==> config.mk <==
export PLATFORM = sky130hd
export DESIGN_NAME = freq_sel_ctrl
export DESIGN_NICKNAME = d
export VERILOG_FILES = /design/src/rtl/freq_sel_ctrl_pkg.sv /design/src/rtl/freq_sel_ctrl_btn_debounce.sv /design/src/rtl/freq_sel_ctrl.sv
export SDC_FILE = /design/constraint.sdc
export NUM_CORES = 1
export LEC_CHECK = 0
export BUFFER_PORTS_ARGS = -buffer_cell sky130_fd_sc_hd__buf_2
export CAP_MARGIN = 30
export CORE_MARGIN = 2
export CORE_UTILIZATION = 45
export DETAILED_ROUTE_END_ITERATION = 16
export PLACE_DENSITY = 0.7
export SLEW_MARGIN = 20
export SYNTH_ARGS = -nofsm -noshare
export SYNTH_HDL_FRONTEND = slang
export SYNTH_SLANG_ARGS = --single-unit
==> constraint.sdc <==
create_clock -name clk -period 2.9 [get_ports clk]
set_clock_uncertainty 0.2 [all_clocks]
set_input_delay 0.145 -clock clk [delete_from_list [all_inputs] [get_ports clk]]
set_output_delay 0.145 -clock clk [all_outputs]
set_load 0.02 [all_outputs]
==> src/rtl/freq_sel_ctrl_pkg.sv <==
// Shared definitions for the frequency-select path: code width, code limits and
// the request FSM encoding used by the clock manager and display logic.
package freq_sel_ctrl_pkg;

  localparam int PROG_W = 3;
  localparam logic [PROG_W-1:0] PROG_MIN = 3'd0;
  localparam logic [PROG_W-1:0] PROG_MAX = 3'd7;

  typedef enum logic [1:0] {
    IDLE     = 2'd0,
    ISSUE    = 2'd1,
    WAIT_ACK = 2'd2
  } fsm_state_t;

endpackage

==> src/rtl/freq_sel_ctrl_btn_debounce.sv <==
// One button input path: 2-FF synchronizer, counter debouncer and a registered
// rising-edge pulse on the debounced level.
module btn_debounce #(
  parameter int DEBOUNCE_CYCLES = 1_000_000
) (
  input  logic clk,
  input  logic rst,
  input  logic raw,
  output logic press
);

  localparam int CNT_W = (DEBOUNCE_CYCLES > 1) ? $clog2(DEBOUNCE_CYCLES) : 1;

  logic             sync0;
  logic             sync1;
  logic             level;
  logic             level_q;
  logic [CNT_W-1:0] cnt;

  always_ff @(posedge clk) begin
    if (rst) begin
      sync0   <= 1'b0;
      sync1   <= 1'b0;
      level   <= 1'b0;
      level_q <= 1'b0;
      press   <= 1'b0;
      cnt     <= '0;
    end else begin
      sync0   <= raw;
      sync1   <= sync0;
      level_q <= level;
      press   <= level & ~level_q;
      // The level only follows the synced input after it has disagreed for
      // DEBOUNCE_CYCLES consecutive samples; any agreement restarts the count.
      if (sync1 == level) begin
        cnt <= '0;
      end else if (cnt == CNT_W'(DEBOUNCE_CYCLES - 1)) begin
        level <= sync1;
        cnt   <= '0;
      end else begin
        cnt <= cnt + CNT_W'(1);
      end
    end
  end

endmodule

==> src/rtl/freq_sel_ctrl.sv <==
// Button front-end for the clock manager: keeps the selected code, issues it with
// a one-cycle update pulse and waits for prog_fb to confirm it.
module freq_sel_ctrl
  import freq_sel_ctrl_pkg::*;
#(
  parameter int DEBOUNCE_CYCLES = 1_000_000,
  parameter int ACK_TIMEOUT     = 1024
) (
  input  logic              clk,
  input  logic              rst,
  input  logic              btn_up,
  input  logic              btn_down,
  input  logic              btn_load,
  input  logic [PROG_W-1:0] sw_prog,
  input  logic [PROG_W-1:0] prog_fb,
  output logic              update,
  output logic [PROG_W-1:0] prog_in,
  output logic              busy,
  output logic              err,
  output fsm_state_t        fsm_state
);

  localparam int TIMER_W = (ACK_TIMEOUT > 1) ? $clog2(ACK_TIMEOUT) : 1;

  logic               up_p;
  logic               down_p;
  logic               load_p;
  logic               any_press;
  logic [PROG_W-1:0]  sel;
  logic [TIMER_W-1:0] timer;
  fsm_state_t         state;

  btn_debounce #(.DEBOUNCE_CYCLES(DEBOUNCE_CYCLES)) u_db_up (
    .clk(clk), .rst(rst), .raw(btn_up), .press(up_p)
  );
  btn_debounce #(.DEBOUNCE_CYCLES(DEBOUNCE_CYCLES)) u_db_down (
    .clk(clk), .rst(rst), .raw(btn_down), .press(down_p)
  );
  btn_debounce #(.DEBOUNCE_CYCLES(DEBOUNCE_CYCLES)) u_db_load (
    .clk(clk), .rst(rst), .raw(btn_load), .press(load_p)
  );

  assign any_press = up_p | down_p | load_p;
  assign fsm_state = state;

  // Load beats up/down; up and down together cancel; steps saturate at the ends.
  always_ff @(posedge clk) begin
    if (rst) begin
      sel <= PROG_MIN;
    end else if (load_p) begin
      sel <= sw_prog;
    end else if (up_p && !down_p && sel != PROG_MAX) begin
      sel <= sel + PROG_W'(1);
    end else if (down_p && !up_p && sel != PROG_MIN) begin
      sel <= sel - PROG_W'(1);
    end
  end

  // Handshake with the clock manager: update is high for exactly one cycle
  // (the ISSUE state) with prog_in already valid; prog_in then holds until the
  // FSM is back in IDLE, and the request is complete when prog_fb equals prog_in.
  always_ff @(posedge clk) begin
    if (rst) begin
      state   <= IDLE;
      update  <= 1'b0;
      busy    <= 1'b0;
      err     <= 1'b0;
      prog_in <= PROG_MIN;
      timer   <= '0;
    end else begin
      update <= 1'b0;
      case (state)
        IDLE: begin
          if (sel != prog_fb) begin
            state   <= ISSUE;
            update  <= 1'b1;
            busy    <= 1'b1;
            prog_in <= sel;
          end
        end
        ISSUE: begin
          state <= WAIT_ACK;
          timer <= '0;
        end
        WAIT_ACK: begin
          if (prog_fb == prog_in) begin
            state <= IDLE;
            busy  <= 1'b0;
          end else if (timer == TIMER_W'(ACK_TIMEOUT - 1)) begin
            state <= IDLE;
            busy  <= 1'b0;
            err   <= 1'b1;
          end else begin
            timer <= timer + TIMER_W'(1);
          end
        end
        default: begin
          state <= IDLE;
          busy  <= 1'b0;
        end
      endcase
      if (any_press) err <= 1'b0;
    end
  end

endmodule
==> results of run 1 <==
worst max-delay path, delay by kind of cell, from the launching register on:
family	cells	cell delay (ns)
AOI/OAI and AO/OA	2	0.39
DFF	1	0.34
and+or+nand+nor	2	1.08
buffers and inverters	1	0.27
layout make-up:
type	count	area [um^2]	share of cell area, %
repair buffers	31	208	4.10
well taps	133	166	3.29
inverters	17	63.8	1.26
clock buffers	11	151	2.99
multi-input cells	391	2470	48.9
flip-flops and latches	96	1920	37.9
clock inverters	5	78.8	1.56
synth_stat cells, types with 2 or more instances:
library cell,n,area share [%]
and3_1,12,1.7
or4b_2,4,0.88
nand2_1,35,2.9
or4b_1,2,0.44
nor2b_1,17,2.3
a41oi_1,2,0.39
o21ai_0,17,1.9
nor2_1,54,4.5
ha_1,7,1.9
a311oi_1,2,0.39
a41o_1,2,0.44
and2_1,5,0.69
o211ai_1,4,0.66
nand3_1,31,3.4
inv_1,17,1.4
dfxtp_1,96,42
or4_4,2,0.50
nand4_1,19,2.6
clkbuf_1,11,0.91
mux2i_1,6,1.3
xor2_1,26,5.0
nor3_1,9,0.99
a21oi_1,27,3.0
buf_2,3,0.33
o31ai_1,11,1.8
nor4_1,10,1.4
or4_1,13,2.2
or3_1,16,2.2
a31oi_1,8,1.1
o41ai_1,4,0.77
and4_1,4,0.77
nor4b_1,2,0.39
nand3b_1,2,0.33
or2_2,3,0.41
a31o_2,2,0.39
xnor2_1,18,3.5
through the flow:
stage	utilization, %	power, mW	std cells	worst slack [ns]	hold slack, ns
after CTS	51.8	2.72	684	0.511	0.185
after detailed placement	48.6	1.73	660	0.525	0.179
after global placement	48.6	1.72	660	0.572	0.173
after global routing	51.8	2.81	684	0.422	0.198
after floorplan	-	1.63	520	0.771	0.0241
final	51.8	2.69	684	0.516	0.190
per-layer routing:
layer | vias up | GRT usage, %
met5 | - | 0
met4 | 0 | 4.73
met3 | 8 | 3.63
met2 | 56 | 30.1
met1 | 1840 | 22.1
li1 | 1951 | -
worst max path at each step:
stage | slack [ns] | end
2_1_floorplan | 0.77 | timer[5]$_SDFFE_PP0P_
3_3_place_gp | 0.57 | u_db_up.cnt[4]$_SDFF_PP0_
3_5_place_dp | 0.52 | u_db_up.cnt[19]$_SDFF_PP0_
4_1_cts | 0.51 | u_db_up.cnt[19]$_SDFF_PP0_
5_1_grt | 0.42 | u_db_up.cnt[19]$_SDFF_PP0_
6_report | 0.52 | u_db_up.cnt[19]$_SDFF_PP0_
power groups by stage:
stage | Clock (mW) | Combinational, mW | Sequential (mW)
5_1_grt | 1.05 | 0.373 | 1.38
3_5_place_dp | 0 | 0.324 | 1.41
3_3_place_gp | 0 | 0.320 | 1.40
2_1_floorplan | 0 | 0.205 | 1.43
6_report | 0.981 | 0.334 | 1.38
4_1_cts | 1.01 | 0.334 | 1.38
kinds of logic after synthesis:
group / after synthesis / synth area share [%]
AO/OA/AOI/OAI: 87 / 12.7
XOR/XNOR: 44 / 8.51
adder cells (fa/ha/maj): 8 / 2.38
buffers and inverters: 33 / 2.90
flip-flops: 96 / 42.4
multiplexers: 7 / 1.58
AND/OR/NAND/NOR: 245 / 29.5
flip-flops by register name (all words and copies together) (netlist names), 2 cells and up:
| register | flops |
|---|---|
| u_db_down.cnt | 20 |
| sel | 3 |
| u_db_up.cnt | 20 |
| u_db_load.cnt | 20 |
| timer | 10 |
| prog_in | 3 |
| fsm_state | 2 |
==> results.py, run 1 <==
metrics = {
    "status": {
        "status": "finished, final reports clean",
    },
    "final_layout": {
        "fin_nets": 565,
        "final_cell_mix": "dfxtp_1, nor2_1, nand2_1",
        "n_antenna_cell": 0,
        "design_area_um2": 5060,
        "fillers": 926,
        "final_common_cell": "dfxtp_1",
        "area_delta_synth_final_pct": 11.9,
        "drive_gt1_share_pct": 9.80,
    },
    "pwr": {
        "pwr-share-clk_pct": 36.5,
        "combPwrFrac_pct": 12.4,
        "intPower_mw": 2.00,
        "ir_worst_vdd_mv": 0.289,
        "seq_power_share_pct": 51.1,
        "switchingPower_mw": 0.689,
        "power.density_nw_per_um2": 531,
        "swShare_pct": 25.6,
        "p_leak_nw": 1.67,
    },
    "clock_network": {
        "holdBufCountCts": 8,
        "cts_tree": "built",
        "clockBufferDepth": 2,
        "cts-resized-gates": 0,
        "clkTransAtPathRegs_ns": 0.09,
        "cts.sinks": 96,
        "clk_latency_ns": 0.36,
        "cts_setup_buffers": 0,
        "cts_buffers": 9,
        "clock-root-buffer": "clkbuf_8",
        "h-tree-depth": 3,
    },
    "place": {
        "hpwlAfterDp_um": 6520,
        "dpl_cell_area_um2": 4750,
        "gp_congestion": 0.893,
        "place.port_buffers": 18,
    },
    "job": {
        "maxCapViolCount": 0,
    },
    "floorplanning": {
        "dieArea_um2": 10900,
        "core-area_um2": 9770,
        "ios": 19,
        "die_y_um": 104,
        "chipWidth_um": 104,
        "std_cell_rows": 36,
        "start_util_pct": 46.3,
    },
    "yosys": {
        "yosysSeqAreaShare_pct": 42.4,
        "syn_nets": 539,
        "syn_avg_cell_area_um2": 8.71,
        "synth_enable_flop_cells": 0,
        "ys_seq_elements": 96,
        "yosysUniqueCellTypes": 53,
        "synthFlopType": "dfxtp_1",
        "yosys_warnings": 0,
        "syn-cell-area_um2": 4530,
        "async_flop_share_pct": 0,
        "synthCells": 520,
    },
    "sta": {
        "slew_headroom_pct": 51.2,
        "tightest_slew_ns": 0.726,
        "hold_viol_final": 0,
        "finalSetupViolations": 0,
        "rsz0062_at_grt": "no",
        "period_share_pct": 82.2,
        "setup_tns_ns": 0,
        "fin_crit_ns": 2.38,
        "maxSlewViolCount": 0,
        "fmax_ghz": 0.420,
    },
    "hold_path": {
        "hp-class": "flop to flop",
        "holdPathStages": 1,
        "hold_path_end": "u_db_up.press$_SDFF_PP0_",
        "min-delay-start": "u_db_up.level_q$_SDFF_PP0_",
    },
    "drt": {
        "drtIter0Drc": 174,
        "wl_met1_um": 4430,
        "vias": 3855,
        "wl_per_cell_um": 13.6,
        "drcViolationCount": 0,
        "wl_um": 9330,
        "drtPass1Iterations": 4,
        "ant_nets": 0,
        "highest_layer": "met4",
        "met2_length_um": 4510,
        "wl_met3_um": 291,
        "avgViaCountPerCell": 5.64,
    },
    "global_routing": {
        "grt_max_degree": 25,
        "grt_usage_pct": 17.5,
        "overflow": 0,
        "grt_pass1_wl_um": 16000,
        "grt_pass1_vias": 3577,
        "antenna_found_initial": 0,
    },
    "setup_path": {
        "worst-setup-path-type": "flop to flop",
        "rr_startpoint": "u_db_up.cnt[15]$_SDFF_PP0_",
        "crit_path_top_delay_cell": "or4_4",
        "r2r_setup_slack_ns": 0.52,
        "slowest_delay_ns": 0.56,
        "reg2reg_depth": 5,
        "cp-start-kind": "flop",
        "cp_max_fo": 14,
        "cp-startpoint": "u_db_up.cnt[15]$_SDFF_PP0_",
        "critPathArrivalTime_ns": 2.42,
        "path_cells": "or4b_1 > or4_4 > o211ai_2 > buf_4 > a21oi_1",
        "crit_path_end_kind": "flop",
        "r2r-end": "u_db_up.cnt[19]$_SDFF_PP0_",
        "crit_required_ns": 2.94,
    },
}
No activity file was read; power rests on OpenSTA's default activity.
==> run 2, diff against run 1 <==
==> constraint.sdc (replaced) <==
create_clock -name clk -period 2.4 [get_ports clk]
set_clock_uncertainty 0.2 [all_clocks]
set_input_delay 0.12 -clock clk [delete_from_list [all_inputs] [get_ports clk]]
set_output_delay 0.12 -clock clk [all_outputs]
set_load 0.02 [all_outputs]
==> run 2 against run 1 <==
  * Sequential power grew 20%
  * Register-to-register slack worse by 0.35 ns
  * First-iteration DRC count increased by 13%
  * Count of clock-buffer cells in the layout grew 1
  * Core utilization rose by 0.51 points
  * Fmax up 6.9%
  * Combinational power is 31% higher
  * Flip-flop and latch count did not move
  * Final area grew 0.99%
  * Final cell count is 1.2% higher
  * Clock power up 10%
  * Sequential share of layout area down 0.37 points
  * Critical endpoint is now sel[0]$_SDFFE_PP0P_
  * Largest power group unchanged
  * Highest routed layer unchanged
==> results.py, run 2 (same netlist as run 1, synthesis figures left out) <==
metrics = {
    "status": {
        "status": "finished, final reports clean",
    },
    "clock_network": {
        "cts_tree": "built",
        "holdBufCountCts": 8,
        "cts.sinks": 96,
        "cts_setup_buffers": 0,
        "cts-resized-gates": 0,
        "clockBufferDepth": 2,
        "cts_buffers": 9,
        "clkTransAtPathRegs_ns": 0.09,
        "clock-root-buffer": "clkbuf_8",
        "clk_latency_ns": 0.36,
        "h-tree-depth": 3,
    },
    "final_layout": {
        "n_antenna_cell": 0,
        "fin_nets": 573,
        "area_delta_synth_final_pct": 13.0,
        "final_cell_mix": "dfxtp_1, nor2_1, nand2_1",
        "final_common_cell": "dfxtp_1",
        "drive_gt1_share_pct": 10.9,
        "final_util_pct": 52.3,
        "largest_registers": "u_db_down.cnt (20), u_db_load.cnt (20), u_db_up.cnt (20)",
    },
    "drt": {
        "avgViaCountPerCell": 5.59,
        "drtIter0Drc": 196,
        "wl_per_cell_um": 13.3,
        "drcViolationCount": 0,
        "wl_um": 9200,
        "drtPass1Iterations": 5,
        "vias": 3866,
        "ant_nets": 0,
    },
    "floorplanning": {
        "start_util_pct": 46.3,
        "std_cell_rows": 36,
        "ios": 19,
        "dieArea_um2": 10900,
        "core-area_um2": 9770,
        "chipWidth_um": 104,
        "die_y_um": 104,
    },
    "pwr": {
        "switchingPower_mw": 0.833,
        "power.density_nw_per_um2": 621,
        "swShare_pct": 26.2,
        "seq_power_share_pct": 52.2,
        "intPower_mw": 2.34,
        "p_leak_nw": 1.69,
        "ir_worst_vdd_mv": 0.309,
        "combPwrFrac_pct": 13.8,
        "pwr-share-clk_pct": 34.0,
    },
    "sta": {
        "setup_tns_ns": 0,
        "slew_headroom_pct": 60.4,
        "period_share_pct": 92.9,
        "maxSlewViolCount": 0,
        "fmax_ghz": 0.448,
        "finalSetupViolations": 0,
        "tightest_slew_ns": 0.590,
        "fin_crit_ns": 2.23,
        "hold_viol_final": 0,
        "rsz0062_at_grt": "no",
    },
    "global_routing": {
        "overflow": 0,
        "grt_pass1_wl_um": 16000,
        "grt_max_degree": 21,
        "grt_pass1_vias": 3528,
        "antenna_found_initial": 0,
        "grt_usage_pct": 17.6,
    },
    "setup_path": {
        "crit_cells": 5,
        "critPathArrivalTime_ns": 2.28,
        "slowest_delay_ns": 0.56,
        "cp-start-kind": "flop",
        "crit_path_top_delay_cell": "dlygate4sd3_1",
        "worst-setup-path-type": "flop to flop",
        "path_cells": "o31a_1 > a221o_1 > mux2i_1 > a21oi_1 > dlygate4sd3_1",
        "cp_max_fo": 8,
        "critical-path-top-delay-family": "compound AO/OA/AOI/OAI gates",
        "cp_num_buf_inv": 1,
        "crit_required_ns": 2.45,
        "reg2reg_depth": 5,
        "crit_path_end_kind": "flop",
    },
    "hold_path": {
        "hp-class": "flop to flop",
        "holdPathStages": 1,
    },
    "place": {
        "hpwlAfterDp_um": 6610,
        "place.port_buffers": 18,
        "gp_congestion": 0.869,
    },
    "job": {
        "maxCapViolCount": 0,
    },
}
run 2: worst paths after layout:
path                                                    from                          to  slack, ns
worst min register to register  u_db_down.level_q$_SDFF_PP0_  u_db_down.press$_SDFF_PP0_       0.18
worst max register to register           sel[0]$_SDFFE_PP0P_         sel[0]$_SDFFE_PP0P_       0.17
worst min-delay path            u_db_down.level_q$_SDFF_PP0_  u_db_down.press$_SDFF_PP0_       0.18
worst max-delay path                     sel[0]$_SDFFE_PP0P_         sel[0]$_SDFFE_PP0P_       0.17
run 2: routing by layer:
layer / GRT usage (%) / share of wire [%] / vias up
met1: 22.3 / 48 / 1838
li1: - / - / 1966
met2: 29.5 / 48 / 56
met4: 5.41 / 0.85 / 0
met3: 4.32 / 3.3 / 6
met5: 0 / 0 / -
run 2: stage by stage:
stage | area [um^2] | cells | total power [mW] | worst slack [ns] | hold slack (ns)
after detailed placement | 4830 | 668 | 2.12 | 0.224 | 0.136
after global placement | 4830 | 668 | 2.11 | 0.245 | 0.142
after global routing | 5110 | 692 | 3.33 | 0.00847 | 0.203
after CTS | 5110 | 692 | 3.21 | 0.174 | 0.167
final | 5110 | 692 | 3.18 | 0.170 | 0.179
after floorplan | 4530 | 520 | 1.97 | 0.271 | -0.000881
run 2: layout make-up:
class	count	area (um^2)
clock inverters	4	52.6
multi-input cells	391	2470
clock buffers	12	155
inverters	17	63.8
flip-flops and latches	96	1920
repair buffers	39	280
fillers	917	4660
well taps	133	166
run 2: power groups by stage:
stage / clock, mW / sequential (mW) / combinational (mW)
2_1_floorplan: 0 / 1.72 / 0.248
3_3_place_gp: 0 / 1.69 / 0.420
3_5_place_dp: 0 / 1.70 / 0.427
4_1_cts: 1.12 / 1.66 / 0.438
5_1_grt: 1.18 / 1.66 / 0.484
6_report: 1.08 / 1.66 / 0.438
==> run 3, diff against run 2 <==
--- a/config.mk
+++ b/config.mk
@@ -8,10 +8,11 @@
 export BUFFER_PORTS_ARGS = -buffer_cell sky130_fd_sc_hd__buf_2
 export CAP_MARGIN = 30
 export CORE_MARGIN = 2
-export CORE_UTILIZATION = 45
+export CORE_UTILIZATION = 25
 export DETAILED_ROUTE_END_ITERATION = 16
-export PLACE_DENSITY = 0.7
+export PLACE_DENSITY = 0.48
 export SLEW_MARGIN = 20
 export SYNTH_ARGS = -nofsm -noshare
 export SYNTH_HDL_FRONTEND = slang
+export SYNTH_HIERARCHICAL = 1
 export SYNTH_SLANG_ARGS = --single-unit
==> run 3 against run 2 <==
  * Flip-flop and latch count is the same
  * Final cell count grew 14%
  * Area after synthesis grew 5.8%
  * Largest cell class unchanged
==> results.py, run 3 <==
metrics = {
    "status": {
        "status": "finished, final reports clean",
    },
    "drt": {
        "drtIter0Drc": 269,
        "wl_per_cell_um": 12.5,
        "highest_layer": "met4",
        "drcViolationCount": 0,
        "ant_nets": 0,
        "wl_met1_um": 4750,
        "avgViaCountPerCell": 4.73,
        "met2_length_um": 4590,
        "wl_met3_um": 352,
        "drtPass1Iterations": 4,
        "vias": 3726,
        "wl_um": 9860,
    },
    "final_layout": {
        "fin_nets": 567,
        "area_delta_synth_final_pct": 15.2,
        "final_cell_mix": "dfxtp_1, nor2_1, xnor2_1",
        "n_antenna_cell": 0,
        "fin_cells": 787,
        "final_common_cell": "dfxtp_1",
        "drive_gt1_share_pct": 14.3,
        "largest_registers": "u_db_down/cnt (20), u_db_load/cnt (20), u_db_up/cnt (20)",
    },
    "clock_network": {
        "cts_tree": "built",
        "cts-resized-gates": 0,
        "h-tree-depth": 3,
        "clock-root-buffer": "clkbuf_16",
        "clk_latency_ns": 0.35,
        "cts_buffers": 9,
        "clkTransAtPathRegs_ns": 0.07,
        "cts.sinks": 96,
        "clockBufferDepth": 2,
    },
    "pwr": {
        "switchingPower_mw": 0.961,
        "power.density_nw_per_um2": 633,
        "p_leak_nw": 1.80,
        "seq_power_share_pct": 47.8,
        "combPwrFrac_pct": 12.9,
        "ir_worst_vdd_mv": 0.309,
        "pwr-share-clk_pct": 39.4,
        "power_mw": 3.49,
        "intPower_mw": 2.53,
        "swShare_pct": 27.5,
    },
    "floorplanning": {
        "dieArea_um2": 20300,
        "start_util_pct": 25.5,
        "die_y_um": 142,
        "std_cell_rows": 50,
        "chipWidth_um": 142,
        "core-area_um2": 18800,
        "ios": 19,
    },
    "sta": {
        "finalSetupViolations": 0,
        "setup_tns_ns": 0,
        "fin_crit_ns": 2.08,
        "rsz0062_at_grt": "no",
        "fmax_ghz": 0.481,
        "period_share_pct": 86.6,
        "slew_headroom_pct": 66.7,
        "maxSlewViolCount": 0,
        "hold_viol_final": 0,
        "tightest_slew_ns": 0.497,
    },
    "yosys": {
        "yosysUniqueCellTypes": 59,
        "yosys_warnings": 6,
        "synth_commonest_cells": "dfxtp_1, nor2_1, xnor2_1, nand2_1",
        "synth.top_cell.area_share_pct": 40.1,
        "synth.area.top_cells": "dfxtp_1, xnor2_1, nor2_1",
        "synth_area_leader_cell": "dfxtp_1",
        "yosysSeqAreaShare_pct": 40.1,
        "ys_seq_elements": 96,
        "synth_enable_flop_cells": 0,
        "synthFlopType": "dfxtp_1",
        "syn_avg_cell_area_um2": 9.27,
        "syn_nets": 536,
        "synth_most_common_cell": "dfxtp_1",
        "syn-cell-area_um2": 4790,
        "async_flop_share_pct": 0,
        "synthCells": 517,
    },
    "setup_path": {
        "worst-setup-path-type": "flop to flop",
        "cp-start-kind": "flop",
        "crit_required_ns": 2.47,
        "slowest_delay_ns": 0.38,
        "reg2reg_depth": 6,
        "path_cells": "nor2b_1 > nand2_1 > fa_1 > or2_2 > mux2_2 > a31oi_1",
        "r2r_setup_slack_ns": 0.32,
        "cp_max_fo": 5,
        "crit_path_end_kind": "flop",
        "critPathArrivalTime_ns": 2.15,
        "crit_path_top_delay_cell": "fa_1",
    },
    "job": {
        "maxCapViolCount": 0,
    },
    "place": {
        "gp_congestion": 0.789,
        "dp.cells": 761,
        "hpwlAfterDp_um": 6990,
        "place.port_buffers": 18,
    },
    "global_routing": {
        "overflow": 0,
        "grt_usage_pct": 10.2,
        "antenna_found_initial": 0,
        "grt_max_degree": 24,
        "grt_pass1_wl_um": 16700,
        "grt_pass1_vias": 3519,
    },
    "hold_path": {
        "hp-class": "flop to flop",
        "holdPathStages": 1,
    },
}
-- run 3: cell count changes in the layout (fill, tap and decap cells not counted), moves of 9 or more --
cell       delta
nor2_1       +27
a21oi_1      -21
xnor2_1      +21
or3_1        -15
o21ai_0      -14
and3_1       -12
mux2i_1      +12
clkbuf_8     -11
nand2b_1     +11
o31ai_1      -11
xor2_1       -11
nor3_1       +10
clkbuf_16     +9
-- run 3: final timing paths --
| kind | to | startpoint |
|---|---|---|
| worst max-delay path | sel[2]$_SDFFE_PP0P_ | u_db_up/press$_SDFF_PP0_ |
| worst min-delay path | u_db_load/press$_SDFF_PP0_ | u_db_load/level_q$_SDFF_PP0_ |
| worst max register to register | sel[2]$_SDFFE_PP0P_ | u_db_up/press$_SDFF_PP0_ |
| worst min register to register | u_db_load/press$_SDFF_PP0_ | u_db_load/level_q$_SDFF_PP0_ |
-- run 3: critical path, delay by kind of cell (launching register included) --
family,cells,cell delay (ns)
compound gates,1,0.11
fa+ha+maj,1,0.38
flops,1,0.34
mux,1,0.26
simple gates,3,0.72
-- run 3: cell type report --
cell class	count	area, um^2
sequential	96	1920
fill	1960	13200
multi-input combinational	384	2710
timing repair buffer	34	235
clock buffer	9	225
inverter	23	86.3
clock inverter	7	55.1
tap	234	293
-- run 3: cell families after synthesis --
kind of cell               synth area share (%)
buffers and inverters                      3.45
AOI/OAI and AO/OA                          7.65
and+or+nand+nor                            32.7
xor gates and xnor gates                   9.87
muxes                                      3.99
adders and majority gates                  2.25
DFF                                        40.1
-- run 3: what timing repair did --
action	CTS	global route
endpoints found under the hold margin	13	0
buffers inserted	0	0
hold buffers	10	0
-- run 3: metal layers --
layer,up-vias,global-route usage (%)
met4,0,3.96
met3,13,2.66
met5,-,0
li1,1909,-
met1,1753,12.9
met2,51,16.5
-- run 3: metrics by stage --
step / area (um^2) / setup slack (ns) / hold WS, ns / utilization, %
finish: 5520 / 0.320 / 0.182 / 29.4
global placement: 5140 / 0.420 / 0.147 / 27.4
floorplan: 4790 / 0.480 / -0.00839 / -
CTS: 5520 / 0.322 / 0.162 / 29.4
global route: 5520 / 0.153 / 0.204 / 29.4
detailed placement: 5140 / 0.336 / 0.164 / 27.4
-- run 3: power by group through the flow --
stage / combinational [mW] / sequential [mW] / clock, mW
4_1_cts: 0.446 / 1.67 / 1.44
3_5_place_dp: 0.432 / 1.70 / 0
5_1_grt: 0.489 / 1.67 / 1.50
2_1_floorplan: 0.267 / 1.72 / 0
3_3_place_gp: 0.426 / 1.71 / 0
6_report: 0.449 / 1.67 / 1.38
